[config.mk]
export PLATFORM = sky130hd
export DESIGN_NAME = half_adder_0
export DESIGN_NICKNAME = d
export VERILOG_FILES = /design/src/rtl/half_adder_0_pkg.sv /design/src/rtl/half_adder_0_cell.sv /design/src/rtl/half_adder_0.sv
export SDC_FILE = /design/constraint.sdc
export NUM_CORES = 1
export LEC_CHECK = 0
export BUFFER_PORTS_ARGS = -buffer_cell sky130_fd_sc_hd__buf_2
export CAP_MARGIN = 0
export CORE_ASPECT_RATIO = 0.6
export CORE_MARGIN = 2
export CORE_UTILIZATION = 30
export DETAILED_ROUTE_END_ITERATION = 6
export PLACE_DENSITY = 0.5
export SETUP_SLACK_MARGIN = 0.05
export SLEW_MARGIN = 20
export SYNTH_ARGS = -nofsm -noshare
export SYNTH_HDL_FRONTEND = slang
export SYNTH_SLANG_ARGS = --single-unit
[constraint.sdc]
create_clock -name clk_in -period 1.8 [get_ports clk_in]
set_input_delay 0.18 -clock clk_in [delete_from_list [all_inputs] [get_ports clk_in]]
set_output_delay 0.18 -clock clk_in [all_outputs]
set_load 0.1 [all_outputs]
[src/rtl/half_adder_0_pkg.sv]
// Shared constants for the half_adder_0 slice: encodings of the available
// cell realisations and a legality check used at elaboration.
package half_adder_0_pkg;

    localparam int STYLE_GATE     = 0;
    localparam int STYLE_DATAFLOW = 1;
    localparam int STYLE_BEHAV    = 2;

    function automatic bit styleIsLegal(input int style);
        return (style >= STYLE_GATE) && (style <= STYLE_BEHAV);
    endfunction

endpackage

[src/rtl/half_adder_0_cell.sv]
// One-bit half adder; STYLE picks gate, dataflow or behavioural realisation,
// all of which produce identical sum/carry and pass X straight through.
module half_adder_cell
    import half_adder_0_pkg::*;
#(
    parameter int STYLE = STYLE_GATE
) (
    input  logic i_a,
    input  logic i_b,
    output logic o_sum,
    output logic o_carry
);

    generate
        if (!styleIsLegal(STYLE)) begin : g_illegal
            $error("half_adder_cell: unsupported STYLE %0d", STYLE);
        end

        if (STYLE == STYLE_GATE) begin : g_gate
            wire w_sum;
            wire w_carry;
            xor u_xor (w_sum, i_a, i_b);
            and u_and (w_carry, i_a, i_b);
            assign o_sum   = w_sum;
            assign o_carry = w_carry;
        end else if (STYLE == STYLE_DATAFLOW) begin : g_dataflow
            assign o_sum   = i_a ^ i_b;
            assign o_carry = i_a & i_b;
        end else begin : g_behav
            always_comb begin
                o_sum   = i_a ^ i_b;
                o_carry = i_a & i_b;
            end
        end
    endgenerate

endmodule

[src/rtl/half_adder_0.sv]
// Bit-parallel half adder: zero-latency combinational result plus a registered
// copy and a saturating count of captures that produced any carry.
module half_adder_0
    import half_adder_0_pkg::*;
#(
    parameter int WIDTH = 1,
    parameter int STYLE = STYLE_GATE,
    parameter int CNT_W = 16
) (
    input  logic             clk_in,
    input  logic             rst_n_in,
    input  logic [WIDTH-1:0] a_in,
    input  logic [WIDTH-1:0] b_in,
    input  logic             en_in,
    output logic [WIDTH-1:0] sum_out,
    output logic [WIDTH-1:0] carry_out,
    output logic [WIDTH-1:0] sum_q_out,
    output logic [WIDTH-1:0] carry_q_out,
    output logic             valid_q_out,
    output logic [CNT_W-1:0] carry_cnt_out
);

    localparam logic [CNT_W-1:0] CNT_MAX = '1;
    localparam logic [CNT_W-1:0] CNT_ONE = CNT_W'(1);

    logic [WIDTH-1:0] w_sum;
    logic [WIDTH-1:0] w_carry;
    logic             w_carryEvent;

    logic [WIDTH-1:0] r_sumQ;
    logic [WIDTH-1:0] r_carryQ;
    logic             r_validQ;
    logic [CNT_W-1:0] r_carryCnt;

    generate
        if (WIDTH < 1 || CNT_W < 1) begin : g_badParam
            $error("half_adder_0: WIDTH and CNT_W must be at least 1");
        end

        for (genvar i = 0; i < WIDTH; i++) begin : g_bit
            half_adder_cell #(
                .STYLE   (STYLE)
            ) u_cell (
                .i_a     (a_in[i]),
                .i_b     (b_in[i]),
                .o_sum   (w_sum[i]),
                .o_carry (w_carry[i])
            );
        end
    endgenerate

    assign w_carryEvent = |w_carry;

    // Counter holds at all-ones once reached; result registers still follow en_in.
    always_ff @(posedge clk_in or negedge rst_n_in) begin
        if (!rst_n_in) begin
            r_sumQ     <= '0;
            r_carryQ   <= '0;
            r_validQ   <= 1'b0;
            r_carryCnt <= '0;
        end else if (en_in) begin
            r_sumQ   <= w_sum;
            r_carryQ <= w_carry;
            r_validQ <= 1'b1;
            if (w_carryEvent && (r_carryCnt != CNT_MAX)) begin
                r_carryCnt <= r_carryCnt + CNT_ONE;
            end
        end
    end

    assign sum_out       = w_sum;
    assign carry_out     = w_carry;
    assign sum_q_out     = r_sumQ;
    assign carry_q_out   = r_carryQ;
    assign valid_q_out   = r_validQ;
    assign carry_cnt_out = r_carryCnt;

endmodule

==> results of run 1 <==
## cells by family after synthesis
group | Yosys count
XOR/XNOR | 15
flip-flops | 19
AND/OR/NAND/NOR | 32
adder cells (fa/ha/maj) | 2
multiplexers | 3
buffers and inverters | 2
AO/OA/AOI/OAI | 2
## power groups by stage
| stage | Clock [mW] | Sequential, mW | Combinational, mW |
|---|---|---|---|
| after global placement | 0 | 0.605 | 0.648 |
| after global routing | 0.329 | 0.619 | 0.680 |
| after floorplan | 0 | 1.01 | 0.130 |
| after detailed placement | 0 | 0.609 | 0.656 |
| final | 0.305 | 0.599 | 0.652 |
| after CTS | 0.313 | 0.600 | 0.659 |
## Yosys cell counts, drive strengths merged
master   number  area share
and2          1      0.0072
and3          3       0.023
and4          1       0.010
buf           1       0.013
dfrtp        19        0.55
ha            2       0.029
inv           1      0.0043
mux2          3       0.039
nand2         7       0.030
nand3         4       0.023
nand4         9       0.065
nor2          4       0.017
nor3          1      0.0057
nor4          1      0.0072
o2111ai       1       0.010
o41a          1       0.013
or2           1      0.0072
xnor2        11        0.11
xor2          4       0.040
## worst min path at each step
stage / from / endpoint / slack, ns / cells past startpoint
finish: en_in / valid_q_out$_DFFE_PN0P_ / 0.17 / 2
CTS: en_in / valid_q_out$_DFFE_PN0P_ / 0.17 / 2
floorplan: rst_n_in / carry_cnt_out[2]$_DFFE_PN0P_ / -0.12 / 0
global placement: rst_n_in / carry_cnt_out[0]$_DFFE_PN0P_ / 0.15 / 1
global route: en_in / valid_q_out$_DFFE_PN0P_ / 0.18 / 2
detailed placement: rst_n_in / carry_cnt_out[0]$_DFFE_PN0P_ / 0.15 / 1
## worst max-delay path, stage by stage, from the launching register on
cell	delay, ns
dfrtp_4	0.45
nand4_1	0.16
o41a_2	0.65
mux2_2	0.31
## final cells by class
class	instances	area, um2
fillers	286	1670
flip-flops and latches	19	520
multi-input cells	54	403
repair buffers	26	135
clock buffers	4	45.0
well taps	34	42.5
inverters	1	3.75
## metal layers
metal  routed length [um]  global-route usage  vias up
met2                  716               0.161       14
li1                     -                   -      326
met1                  992               0.179      315
met4                    4              0.0218        0
met5                    0                   0        -
met3                   88              0.0553        2
## registers in the layout (all words and copies together) (netlist names)
signal	flops
sum_q_out	1
carry_q_out	1
valid_q_out	1
carry_cnt_out	16
## metrics by stage
stage / setup slack [ns] / std cells
global placement: 0.135 / 133
CTS: 0.0678 / 138
detailed placement: 0.0786 / 133
finish: 0.126 / 138
floorplan: 0.0610 / 75
global route: 0.0781 / 138
## what timing repair did
action,CTS,global route
gates resized for setup,0,2
hold buffers,1,0
endpoints found under the setup margin,0,10
hold endpoints to repair,19,0
==> flow_metrics.py, run 1 <==
metrics = {
    "global_route": {
        "grt_max_degree": 20,
        "gr-total-overflow": 0,
        "grt.total_usage": 0.121,
        "antenna_found_initial": 0,
        "grt_first_pass_wirelength_um": 3030,
        "grt_pass1_vias": 616,
    },
    "synthesis": {
        "yosysSeqAreaShare": 0.546,
        "synth_adder_area_share": 0.0287,
        "avgSynthCellArea_um2": 11.6,
        "synthMuxAreaShare": 0.0388,
        "synth-simple-area-share": 0.195,
        "synth-seq-cells": 19,
        "synth_top_family_by_area": "simple AND/OR/NAND/NOR gates",
        "synth_cells": 75,
        "synth.cell_area_um2": 871,
        "synth_compound_area_frac": 0.0230,
        "yosysWarnings": 0,
        "yosys.cell_types.count": 20,
        "synth_xor_area_frac": 0.151,
        "synthesis.nets": 82,
    },
    "setup_path": {
        "rr_worst_depth": 3,
        "reg2reg_from": "carry_cnt_out[8]$_DFFE_PN0P_",
        "path_class": "register to register",
        "end_kind": "register",
        "start_kind": "register",
        "cp_max_fo": 12,
        "required_ns": 1.95,
        "timing.reg2reg.setup_slack_ns": 0.13,
        "worst_ep_arrival_time_ns": 1.82,
        "critical_path.startpoint": "carry_cnt_out[8]$_DFFE_PN0P_",
        "cp-endpoint": "carry_cnt_out[1]$_DFFE_PN0P_",
        "reg2reg_to": "carry_cnt_out[1]$_DFFE_PN0P_",
    },
    "route": {
        "drc": 0,
        "avgRoutedWirePerCell_um": 13.0,
        "ant_nets": 0,
        "firstDrtPassIters": 4,
        "via_per_inst": 4.76,
        "wirelength_um": 1800,
        "vias": 657,
        "drt_iter0_markers": 19,
    },
    "final_layout": {
        "design_area_um2": 1150,
        "final_common_cell": "buf_2",
        "fin_nets": 112,
        "area_growth_pct": 32.0,
        "drive_above_1_share": 0.510,
        "layout_common_cells": "buf_2, xnor2_1, dfrtp_4",
        "antenna_cells": 0,
        "utilization": 0.408,
    },
    "sta": {
        "hold_violations": 0,
        "maxSlewHeadroom": 0.655,
        "fmax_mhz": 597,
        "drv_slew": 0,
        "fin_crit_sh": 0.930,
        "setup_viol": 0,
        "fin_crit_ns": 1.67,
        "grt_setup_unrepaired": "no",
        "worst_pin_slew_ns": 0.514,
        "setup_tns_ns": 0,
        "fin_skew_ns": 0.000609,
        "holdWs_ns": 0.173,
    },
    "pwr": {
        "combPwrFrac": 0.419,
        "p_sw_mw": 0.771,
        "p_per_area_nw_per_um2": 1350,
        "sw_frac_of_total": 0.496,
        "clockPowerShare": 0.196,
        "total_power_mw": 1.56,
        "p_leak_nw": 0.489,
        "pwr-share-seq": 0.385,
        "peakVddDrop_mv": 1.18,
        "internal_power_mw": 0.785,
    },
    "floorplanning": {
        "core-area_um2": 2820,
        "rows": 15,
        "ios": 26,
        "die_area_um2": 3360,
        "start_util": 0.309,
        "die_h_um": 45.7,
        "die_w_um": 73.6,
    },
    "placed_design": {
        "gp_congestion": 0.721,
        "dp_hpwl_um": 1340,
        "place_area_um2": 1090,
        "numPortBuffers": 25,
    },
    "clock_network": {
        "clk_latency_ns": 0.26,
        "cts_sinks": 19,
        "cts.path.max_buffers": 2,
        "tritoncts": "yes",
        "numCtsBuffers": 3,
        "htreeDepth": 1,
        "clk_pin_slew_ns": 0.07,
        "cts_root_buf": "clkbuf_8",
        "postCtsSetupBuffers": 0,
    },
    "worst_hold_path": {
        "hold_path.class": "input port to register",
    },
    "run": {
        "drv_cap": 0,
    },
    "run_status": {
        "outcome": "complete, no violations",
    },
}
Power figures use the tool's default switching activity.
==> run 2, diff against run 1 <==
--- a/config.mk
+++ b/config.mk
@@ -10,8 +10,9 @@
 export CORE_ASPECT_RATIO = 0.6
 export CORE_MARGIN = 2
 export CORE_UTILIZATION = 30
+export CTS_BUF_LIST = sky130_fd_sc_hd__clkbuf_8
 export DETAILED_ROUTE_END_ITERATION = 6
-export PLACE_DENSITY = 0.5
+export PLACE_DENSITY = 0.52
 export SETUP_SLACK_MARGIN = 0.05
 export SLEW_MARGIN = 20
 export SYNTH_ARGS = -nofsm -noshare
==> constraint.sdc (replaced) <==
create_clock -name clk_in -period 1.35 [get_ports clk_in]
set_input_delay 0.135 -clock clk_in [delete_from_list [all_inputs] [get_ports clk_in]]
set_output_delay 0.135 -clock clk_in [all_outputs]
set_load 0.1 [all_outputs]
==> flow_metrics.py, run 2 (synthesis gave the netlist of run 1 again) <==
metrics = {
    "run_status": {
        "outcome": "complete, but fails checks",
        "violations": "negative setup slack",
    },
    "pwr": {
        "internal_power_mw": 1.38,
        "combPwrFrac": 0.543,
        "sw_frac_of_total": 0.439,
        "p_leak_nw": 0.678,
        "p_sw_mw": 1.08,
        "clockPowerShare": 0.157,
        "p_per_area_nw_per_um2": 1560,
        "peakVddDrop_mv": 1.74,
        "pwr-share-seq": 0.300,
        "total_power_mw": 2.46,
    },
    "setup_path": {
        "end_kind": "register",
        "critical_path_buf_inv_count": 0,
        "path_class": "register to register",
        "cp_top_family": "compound AO/OA/AOI/OAI gates",
        "crit_slowest_cell": "o41a_1",
        "slowest_delay_ns": 0.58,
        "cp_max_fo": 6,
        "start_kind": "register",
        "cp_cell_sequence": "nand4_1 -> o41a_1 -> mux2_2",
        "worst_ep_arrival_time_ns": 1.74,
        "required_ns": 1.49,
    },
    "route": {
        "via_per_inst": 4.71,
        "drc": 0,
        "ant_nets": 0,
        "avgRoutedWirePerCell_um": 13.0,
        "vias": 768,
        "drt_iter0_markers": 20,
        "wirelength_um": 2110,
        "firstDrtPassIters": 4,
    },
    "sta": {
        "fin_crit_ns": 1.60,
        "worst_pin_slew_ns": 0.485,
        "setup_ws_ns": -0.252,
        "drv_slew": 0,
        "hold_violations": 0,
        "holdWs_ns": 0.201,
        "grt_setup_unrepaired": "yes",
        "setup_viol": 16,
        "maxSlewHeadroom": 0.679,
        "fmax_mhz": 624,
        "fin_crit_sh": 1.19,
        "fin_skew_ns": 0.00111,
    },
    "placed_design": {
        "dp_hpwl_um": 1560,
        "post-place-ws_ns": -0.315,
        "numPortBuffers": 25,
        "gp_congestion": 0.770,
        "place_area_um2": 1490,
    },
    "final_layout": {
        "design_area_um2": 1580,
        "area_growth_pct": 81.0,
        "utilization": 0.560,
        "antenna_cells": 0,
        "fill_cells": 234,
        "final_common_cell": "buf_4",
        "fin_nets": 137,
        "drive_above_1_share": 0.597,
        "largest_reg_flops": 16,
        "multi_input_area_um2": 417,
        "ff_latch_area_um2": 520,
        "layout_common_cells": "buf_4, buf_12, xnor2_1, dfrtp_4, nand4_1",
    },
    "clock_network": {
        "tritoncts": "yes",
        "cts_root_buf": "clkbuf_8",
        "postCtsSetupBuffers": 0,
        "cts.path.max_buffers": 2,
        "cts_sinks": 19,
        "clk_pin_slew_ns": 0.07,
        "numCtsBuffers": 3,
        "htreeDepth": 1,
        "clk_latency_ns": 0.25,
    },
    "global_route": {
        "antenna_found_initial": 0,
        "grt_pass1_vias": 746,
        "grt_first_pass_wirelength_um": 3500,
        "gr-total-overflow": 0,
        "grt_max_degree": 20,
        "grt.total_usage": 0.145,
    },
    "worst_hold_path": {
        "hold_path.class": "input port to register",
    },
    "floorplanning": {
        "die_w_um": 73.6,
        "rows": 15,
        "core-area_um2": 2820,
        "ios": 26,
        "die_h_um": 45.7,
        "start_util": 0.309,
        "die_area_um2": 3360,
    },
    "run": {
        "drv_cap": 0,
    },
}
## run 2: cell count changes in the layout (fill, tap and decap cells not counted), moves of 2 or more
cell    previous run  this run
buf_12             0        15
buf_2             25         7
o41a_1             0         2
buf_4              0        26
## run 2: metrics by stage
step,TNS [ns],instances
after floorplan,-5.19,75
after global placement,-2.90,157
after detailed placement,-3.22,157
after CTS,-2.94,163
after global routing,-4.22,163
final,-2.80,163
## run 2: worst paths after layout
check,from,end,slack (ns),cells after the start
worst max-delay path,carry_cnt_out[9]$_DFFE_PN0P_,carry_cnt_out[1]$_DFFE_PN0P_,-0.25,3
worst min-delay path,en_in,valid_q_out$_DFFE_PN0P_,0.20,3
worst max register to register,carry_cnt_out[9]$_DFFE_PN0P_,carry_cnt_out[1]$_DFFE_PN0P_,-0.25,3
worst min register to register,valid_q_out$_DFFE_PN0P_,valid_q_out$_DFFE_PN0P_,0.46,1
max in group asynchronous,rst_n_in,carry_cnt_out[0]$_DFFE_PN0P_,0.66,2
min in group asynchronous,rst_n_in,valid_q_out$_DFFE_PN0P_,0.35,2
## run 2: power by group through the flow
stage / Sequential, mW / Clock, mW / Combinational [mW]
after CTS: 0.738 / 0.402 / 1.34
after global routing: 0.749 / 0.428 / 1.38
after global placement: 0.749 / 0 / 1.33
final: 0.737 / 0.384 / 1.33
after floorplan: 1.35 / 0 / 0.174
after detailed placement: 0.750 / 0 / 1.33
## run 2: metal layers
metal	GRT usage	routed length (um)	vias to the layer above
met2	0.218	922	17
met4	0.0436	10	0
met1	0.201	1080	370
met3	0.0465	100	2
met5	0	0	-
li1	-	-	379
## run 2: what timing repair did
item,4_1_cts,5_1_grt
pin swaps,3,4
hold buffers,1,0
cloned,1,0
hold endpoints to repair,19,0
setup endpoints to repair,18,17
resized for setup,2,3
## run 2: final cells by class
| cell class | instances | area share |
|---|---|---|
| clock buffers | 3 | 0.0262 |
| clock inverters | 1 | 0.00238 |
| inverters | 1 | 0.00238 |
| multi-input cells | 55 | 0.264 |
| flip-flops and latches | 19 | 0.330 |
| well taps | 34 | 0.0270 |
| repair buffers | 50 | 0.348 |
## run 2: worst min-delay path: cells and delay by family
kind | cells | cell delay (ns)
buf+inv | 2 | 0.19
simple gates | 1 | 0.10
